==> src/rtl/rng_stream_sequencer.sv <==
// TRNG stream sequencer: gates the entropy source, buffers words in a FIFO and frames them onto AXI Stream.
// Optional running checksum of sent words when RNG_SEQ_CHECKSUM_EN is defined.
module rng_stream_sequencer #(
  parameter int FIFO_AW = 4
) (
  input  logic        ACLK,
  input  logic        ARESETN,
  input  logic        RNG_GO,
  input  logic        RNG_STOP,
  input  logic [31:0] RNG_SEND_BYTES,
  input  logic [31:0] RNG_DMA_BYTES,
  output logic        SRC_EN,
  input  logic [31:0] SRC_DATA,
  input  logic        SRC_VALID,
  output logic        RNG_RUN,
  output logic        RNG_OVER,
  output logic [31:0] RNG_SENT_BYTES,
`ifdef RNG_SEQ_CHECKSUM_EN
  output logic [31:0] RNG_SUM_DATA,
`endif
  output logic [31:0] AXIS_RNG_TDATA,
  output logic        AXIS_RNG_TLAST,
  output logic        AXIS_RNG_TVALID,
  input  logic        AXIS_RNG_TREADY
);

  localparam int DEPTH = 1 << FIFO_AW;

  typedef enum logic [1:0] {S_IDLE, S_RUN, S_FINISH, S_DRAIN} state_e;

  state_e             state_q;
  logic               run_q, src_en_q, over_q;
  logic [31:0]        send_q, dma_q, acc_q, dcnt_q, sent_q;
  logic [FIFO_AW:0]   fill_q;
  logic [FIFO_AW-1:0] wptr_q, rptr_q;
  logic               tvalid_q, tlast_q;
  logic [31:0]        tdata_q;
  logic [31:0]        mem [DEPTH];
  logic               tagm [DEPTH];

  logic               go_start, active, pop, push, dma_hit, send_hit;
  logic               stop_run, stop_drain, push_tag, retag, load;
  logic [31:0]        acc_n, dcnt_n, acc_post, dcnt_post;
  logic [FIFO_AW:0]   mem_cnt;

  // fill_q counts every word not yet handshaked, including the one held in the output register.
  always_comb begin
    go_start   = (state_q == S_IDLE) && RNG_GO;
    active     = (state_q == S_RUN) || (state_q == S_FINISH);
    pop        = tvalid_q && AXIS_RNG_TREADY;
    push       = active && SRC_VALID && (!fill_q[FIFO_AW] || pop);
    acc_n      = acc_q + 32'd4;
    dcnt_n     = dcnt_q + 32'd4;
    dma_hit    = push && (dma_q != '0) && (dcnt_n == dma_q);
    send_hit   = push && (send_q != '0) && (acc_n == send_q);
    acc_post   = push ? acc_n : acc_q;
    dcnt_post  = push ? (dma_hit ? 32'd0 : dcnt_n) : dcnt_q;
    stop_run   = (state_q == S_RUN) && RNG_STOP;
    stop_drain = stop_run && ((acc_post == '0) || (dma_q == '0) || (dcnt_post == '0));
    push_tag   = dma_hit || send_hit || (stop_run && (dma_q == '0));
    // A stop that ends the run without a push marks the newest buffered word as last.
    retag      = stop_drain && !push && (acc_q != '0);
    mem_cnt    = fill_q - (FIFO_AW+1)'(tvalid_q);
    load       = (mem_cnt != '0) && (!tvalid_q || pop);
  end

  always_ff @(posedge ACLK or negedge ARESETN) begin
    if (!ARESETN) begin
      state_q  <= S_IDLE;
      run_q    <= 1'b0;
      src_en_q <= 1'b0;
      over_q   <= 1'b0;
      send_q   <= '0;
      dma_q    <= '0;
      acc_q    <= '0;
      dcnt_q   <= '0;
      sent_q   <= '0;
      fill_q   <= '0;
      wptr_q   <= '0;
      rptr_q   <= '0;
      tvalid_q <= 1'b0;
      tlast_q  <= 1'b0;
      tdata_q  <= '0;
    end else begin
      case (state_q)
        S_IDLE: if (RNG_GO) begin
          state_q  <= S_RUN;
          run_q    <= 1'b1;
          src_en_q <= 1'b1;
        end
        S_RUN: begin
          if (send_hit || stop_drain) begin
            state_q  <= S_DRAIN;
            src_en_q <= 1'b0;
          end else if (stop_run) begin
            state_q  <= S_FINISH;
          end
        end
        S_FINISH: if (dma_hit || send_hit) begin
          state_q  <= S_DRAIN;
          src_en_q <= 1'b0;
        end
        S_DRAIN: if (fill_q == '0) begin
          state_q <= S_IDLE;
          run_q   <= 1'b0;
        end
        default: state_q <= S_IDLE;
      endcase

      if (go_start) begin
        over_q   <= 1'b0;
        sent_q   <= '0;
        acc_q    <= '0;
        dcnt_q   <= '0;
        fill_q   <= '0;
        wptr_q   <= '0;
        rptr_q   <= '0;
        tvalid_q <= 1'b0;
        tlast_q  <= 1'b0;
        send_q   <= RNG_SEND_BYTES & 32'hFFFF_FFFC;
        dma_q    <= RNG_DMA_BYTES & 32'hFFFF_FFFC;
      end else begin
        if (push) begin
          wptr_q <= wptr_q + FIFO_AW'(1);
          acc_q  <= acc_n;
          dcnt_q <= dcnt_post;
        end
        if (active && SRC_VALID && !push)
          over_q <= 1'b1;
        fill_q <= fill_q + (FIFO_AW+1)'(push) - (FIFO_AW+1)'(pop);
        if (load) begin
          rptr_q   <= rptr_q + FIFO_AW'(1);
          tvalid_q <= 1'b1;
          tdata_q  <= mem[rptr_q];
          tlast_q  <= tagm[rptr_q] || (retag && (mem_cnt == (FIFO_AW+1)'(1)));
        end else if (pop) begin
          tvalid_q <= 1'b0;
        end else if (retag && tvalid_q && (mem_cnt == '0)) begin
          tlast_q  <= 1'b1;
        end
        if (pop)
          sent_q <= sent_q + 32'd4;
      end
    end
  end

  always_ff @(posedge ACLK) begin
    if (push) begin
      mem[wptr_q]  <= SRC_DATA;
      tagm[wptr_q] <= push_tag;
    end
    if (retag && (mem_cnt != '0))
      tagm[wptr_q - FIFO_AW'(1)] <= 1'b1;
  end

`ifdef RNG_SEQ_CHECKSUM_EN
  logic [31:0] sum_q;

  always_ff @(posedge ACLK or negedge ARESETN) begin
    if (!ARESETN)      sum_q <= '0;
    else if (go_start) sum_q <= '0;
    else if (pop)      sum_q <= sum_q + tdata_q;
  end

  assign RNG_SUM_DATA = sum_q;
`endif

  assign SRC_EN          = src_en_q;
  assign RNG_RUN         = run_q;
  assign RNG_OVER        = over_q;
  assign RNG_SENT_BYTES  = sent_q;
  assign AXIS_RNG_TDATA  = tdata_q;
  assign AXIS_RNG_TLAST  = tlast_q;
  assign AXIS_RNG_TVALID = tvalid_q;

endmodule

==> config.mk <==
export PLATFORM = sky130hd
export DESIGN_NAME = rng_stream_sequencer
export DESIGN_NICKNAME = d
export VERILOG_FILES = /design/src/rtl/rng_stream_sequencer.sv
export SDC_FILE = /design/constraint.sdc
export NUM_CORES = 1
export LEC_CHECK = 0
export CAP_MARGIN = 0
export CORE_MARGIN = 1
export CORE_UTILIZATION = 45
export DETAILED_ROUTE_END_ITERATION = 16
export GPL_ROUTABILITY_DRIVEN = 1
export PLACE_DENSITY = 0.73
export REMOVE_ABC_BUFFERS = 1
export SLEW_MARGIN = 20
export SYNTH_ARGS = -nofsm -noshare
export SYNTH_HDL_FRONTEND = slang
export SYNTH_SLANG_ARGS = --single-unit
==> constraint.sdc <==
create_clock -name ACLK -period 8.75 [get_ports ACLK]
set_input_delay 2.1875 -clock ACLK [delete_from_list [all_inputs] [get_ports ACLK]]
set_output_delay 2.1875 -clock ACLK [all_outputs]
set_load 0.01 [all_outputs]
==> impl_metrics.csv <==
group,metric,value,unit
sta,skew,0.0268,ns
synthesis,yosysWarnings,0,
sta,tightestPinTransition,1.10,ns
drt,vias,21800,
die,fp-row-count,99,
clock_network,post_cts_buffers,0,
synthesis,synth_area_leaders,"edfxtp_1, dfrtp_1, mux4_2, nand2_1, mux2i_1",
flow_run,maxCapViolCount,0,
die,core,0.0728,mm2
cells_and_area,syn_to_final_growth,16.1,%
hold_path,min_path_cells,2,
worst_setup_path,cp-end-kind,"register",
sta,finalCritPeriodShare,67.7,%
drt,postRouteAntennaNets,0,
global_route,grt_pass1_wl,127000,um
power_and_ir_drop,ir_worst_vdd,0.000338,V
cells_and_area,final_area,0.0384,mm2
hold_path,holdPathEnd,"AXIS_RNG_TDATA[2]$_DFFE_PN0P_",
sta,fin_setup_tns,0,ns
worst_setup_path,r2r_start,"dcnt_q[2]$_DFFE_PN0P_",
sta,finalSetupViolations,0,
placement,post_dp_cell_area,0.0355,mm2
clock_network,htree_num_levels,3,
power_and_ir_drop,power,11.5,mW
cells_and_area,fillers,5969,
cells_and_area,final_common_cell,"edfxtp_1",
global_route,grtUsageTotal,22.1,%
die,start_util,45.4,%
placement,dp.cells,3566,
clock_network,cts.reportedPaths.clkPinSlew,0.06,ns
synthesis,synth_cell_types,79,
sta,finalHoldViolCount,0,
synthesis,syn_avg_cell_area,12.8,um2
cells_and_area,final_cell_mix,"edfxtp_1, nand2_1, dfrtp_1, nor2_1, clkdlybuf4s50_1",
sta,min_period,5.93,ns
global_route,antenna_found_initial,2,
sta,slew_headroom,26.6,%
synthesis,synth_top_area_cell,"edfxtp_1",
sta,timing.hold.ws,0.480,ns
worst_setup_path,worstPathMaxFanout,57,
cells_and_area,finish.utilization,52.7,%
sta,rsz0062_at_grt,"no",
placement,port_buffers,164,
synthesis,syn_inst,2587,
cells_and_area,drive_gt1_share,10.0,%
synthesis,synth_top_area_share,47.9,%
cells_and_area,fin_nets,2816,
outcome,status,"finished, final reports clean",
hold_path,hp-class,"register to register",
clock_network,cts-root-buf,"clkbuf_16",
placement,place_ws,2.20,ns
worst_setup_path,r2r_setup_slack,3.62,ns
drt,first_iter_violations,2120,
worst_setup_path,cp.required,9.23,ns
placement,dp_hpwl,47200,um
cells_and_area,finalNonFillerCells,3716,
synthesis,syn_area,0.0331,mm2
global_route,grt_start_max_net_pins,144,
placement,gp_congestion,0.921,
global_route,grt_pass1_vias,22000,
hold_path,hp-start,"AXIS_RNG_TDATA[2]$_DFFE_PN0P_",
clock_network,cts_tree,"yes",
global_route,grt_overflow,0,
clock_network,cts_hold_buffers,0,
clock_network,cts_inserted_buffers,80,
drt,vias_per_cell,5.87,
cells_and_area,antenna_cells,0,
power_and_ir_drop,p_leak,13.8,nW
drt,wire_per_inst,22.1,um
drt,drc,0,
sta,maxSlewViolCount,0,
worst_setup_path,r2r_end,"state_q[0]$_DFFE_PN0P_",
clock_network,clk_path_buf_depth,3,
sta,setup_slack,2.82,ns
clock_network,clock_sinks,732,
drt,firstDrtPassIters,5,
die,fp.dieW,273,um
synthesis,postSynth.asyncResetShare,27.9,%
synthesis,ys.flop_type,"edfxtp_1",
worst_setup_path,cp.arrival,6.41,ns
die,dieArea,0.0746,mm2
drt,routed_wirelength,82200,um
clock_network,cts_resized,0,
sta,clock.fmax,169,MHz
synthesis,synth_seq_area_share,63.4,%
die,ios,171,
power_and_ir_drop,p_per_area,300,mW/mm2
die,die_h,273,um
worst_setup_path,startpoint_type,"input pin",
worst_setup_path,path_class,"input pin to register",
clock_network,worstSkewPairLatency,0.64,ns
synthesis,synth_edf_count,528,
worst_setup_path,reg2regPathDepth,11,
synthesis,synth_seq_cells,732,
## sequential cells by signal (all words and copies together), names as in the netlist
register and cells:
mem 512, AXIS_RNG_TDATA 32, dcnt_q 32, RNG_SENT_BYTES 30
acc_q 30, dma_q 30, send_q 30, tagm 16
fill_q 5, rptr_q 4, wptr_q 4, state_q 2
AXIS_RNG_TLAST 1, AXIS_RNG_TVALID 1, RNG_OVER 1, RNG_RUN 1
SRC_EN 1
## routing by layer
metal  global-route usage (%)  share of wire (%)  vias to the layer above  routed length, um
met2                     37.1                 49                      855              40600
li1                         -                  -                     9854                  -
met3                     3.94                7.0                      151               5750
met4                     6.62                2.4                        4               1990
met1                     29.2                 41                    10900              33900
met5                        0              0.030                        -                 25
## cell type report
cell class	instances	area, um2	share of cell area [%]
well taps	959	1200	3.12
multi-input cells	1651	11300	29.5
inverters	34	128	0.332
clock inverters	48	724	1.89
flip-flops and latches	732	21000	54.6
repair buffers	191	1870	4.88
clock buffers	101	2170	5.65
## critical path, cell delays in order
cell             delay, ns
clkdlybuf4s50_1       0.52
a21boi_1              0.17
nor2_4                0.15
buf_4                 0.55
nand4_1               0.15
nor4_1                0.35
o2111ai_1             0.20
nor4_1                0.20
and3_1                0.75
o22ai_1               0.31
a2111oi_0             0.68
a22oi_1               0.15
## synthesized netlist by cell type (all sizes together), types with 46 or more instances
cell / instances
a21oi: 73
buf: 61
clkbuf: 110
dfrtp: 204
edfxtp: 528
mux2i: 138
mux4: 69
nand2: 375
nand3: 55
nand4: 46
nor2: 201
nor4: 53
o21ai: 109
o221ai: 66
xnor2: 90
xor2: 68
## worst max-delay path by stage
stage,start,end,slack [ns],cells after the start
after floorplan,rptr_q[0]$_DFFE_PN0P_,AXIS_RNG_TLAST$_DFFE_PN0P_,0.14,5
after global placement,AXIS_RNG_TREADY,tagm[7]$_DFFE_PP_,2.33,13
after detailed placement,AXIS_RNG_TREADY,state_q[0]$_DFFE_PN0P_,2.20,12
after CTS,AXIS_RNG_TREADY,state_q[0]$_DFFE_PN0P_,2.89,12
after global routing,AXIS_RNG_TREADY,state_q[0]$_DFFE_PN0P_,2.57,12
final,AXIS_RNG_TREADY,state_q[0]$_DFFE_PN0P_,2.82,12
## logic make-up (layout without fill, tap and decap cells)
| kind of cell | after synthesis | count (layout) | synth area share [%] |
|---|---|---|---|
| xor gates and xnor gates | 161 | 161 | 4.39 |
| buffers and inverters | 205 | 374 | 2.55 |
| AOI/OAI and AO/OA | 347 | 347 | 6.82 |
| and+or+nand+nor | 909 | 909 | 13.0 |
| muxes | 208 | 208 | 8.91 |
| adders and majority gates | 24 | 24 | 0.930 |
| DFF | 732 | 732 | 63.4 |
| other | 1 | 2 | 0.0113 |
## report_power, final
group          switching (mW)  leakage (nW)  total, mW  internal (mW)
registers               0.427          7.42       4.56           4.13
clock network            1.43          1.40       3.65           2.23
logic                    1.86          5.01       3.29           1.43
total                    3.72          13.8       11.5           7.79
(Power assumes the default switching activity.)
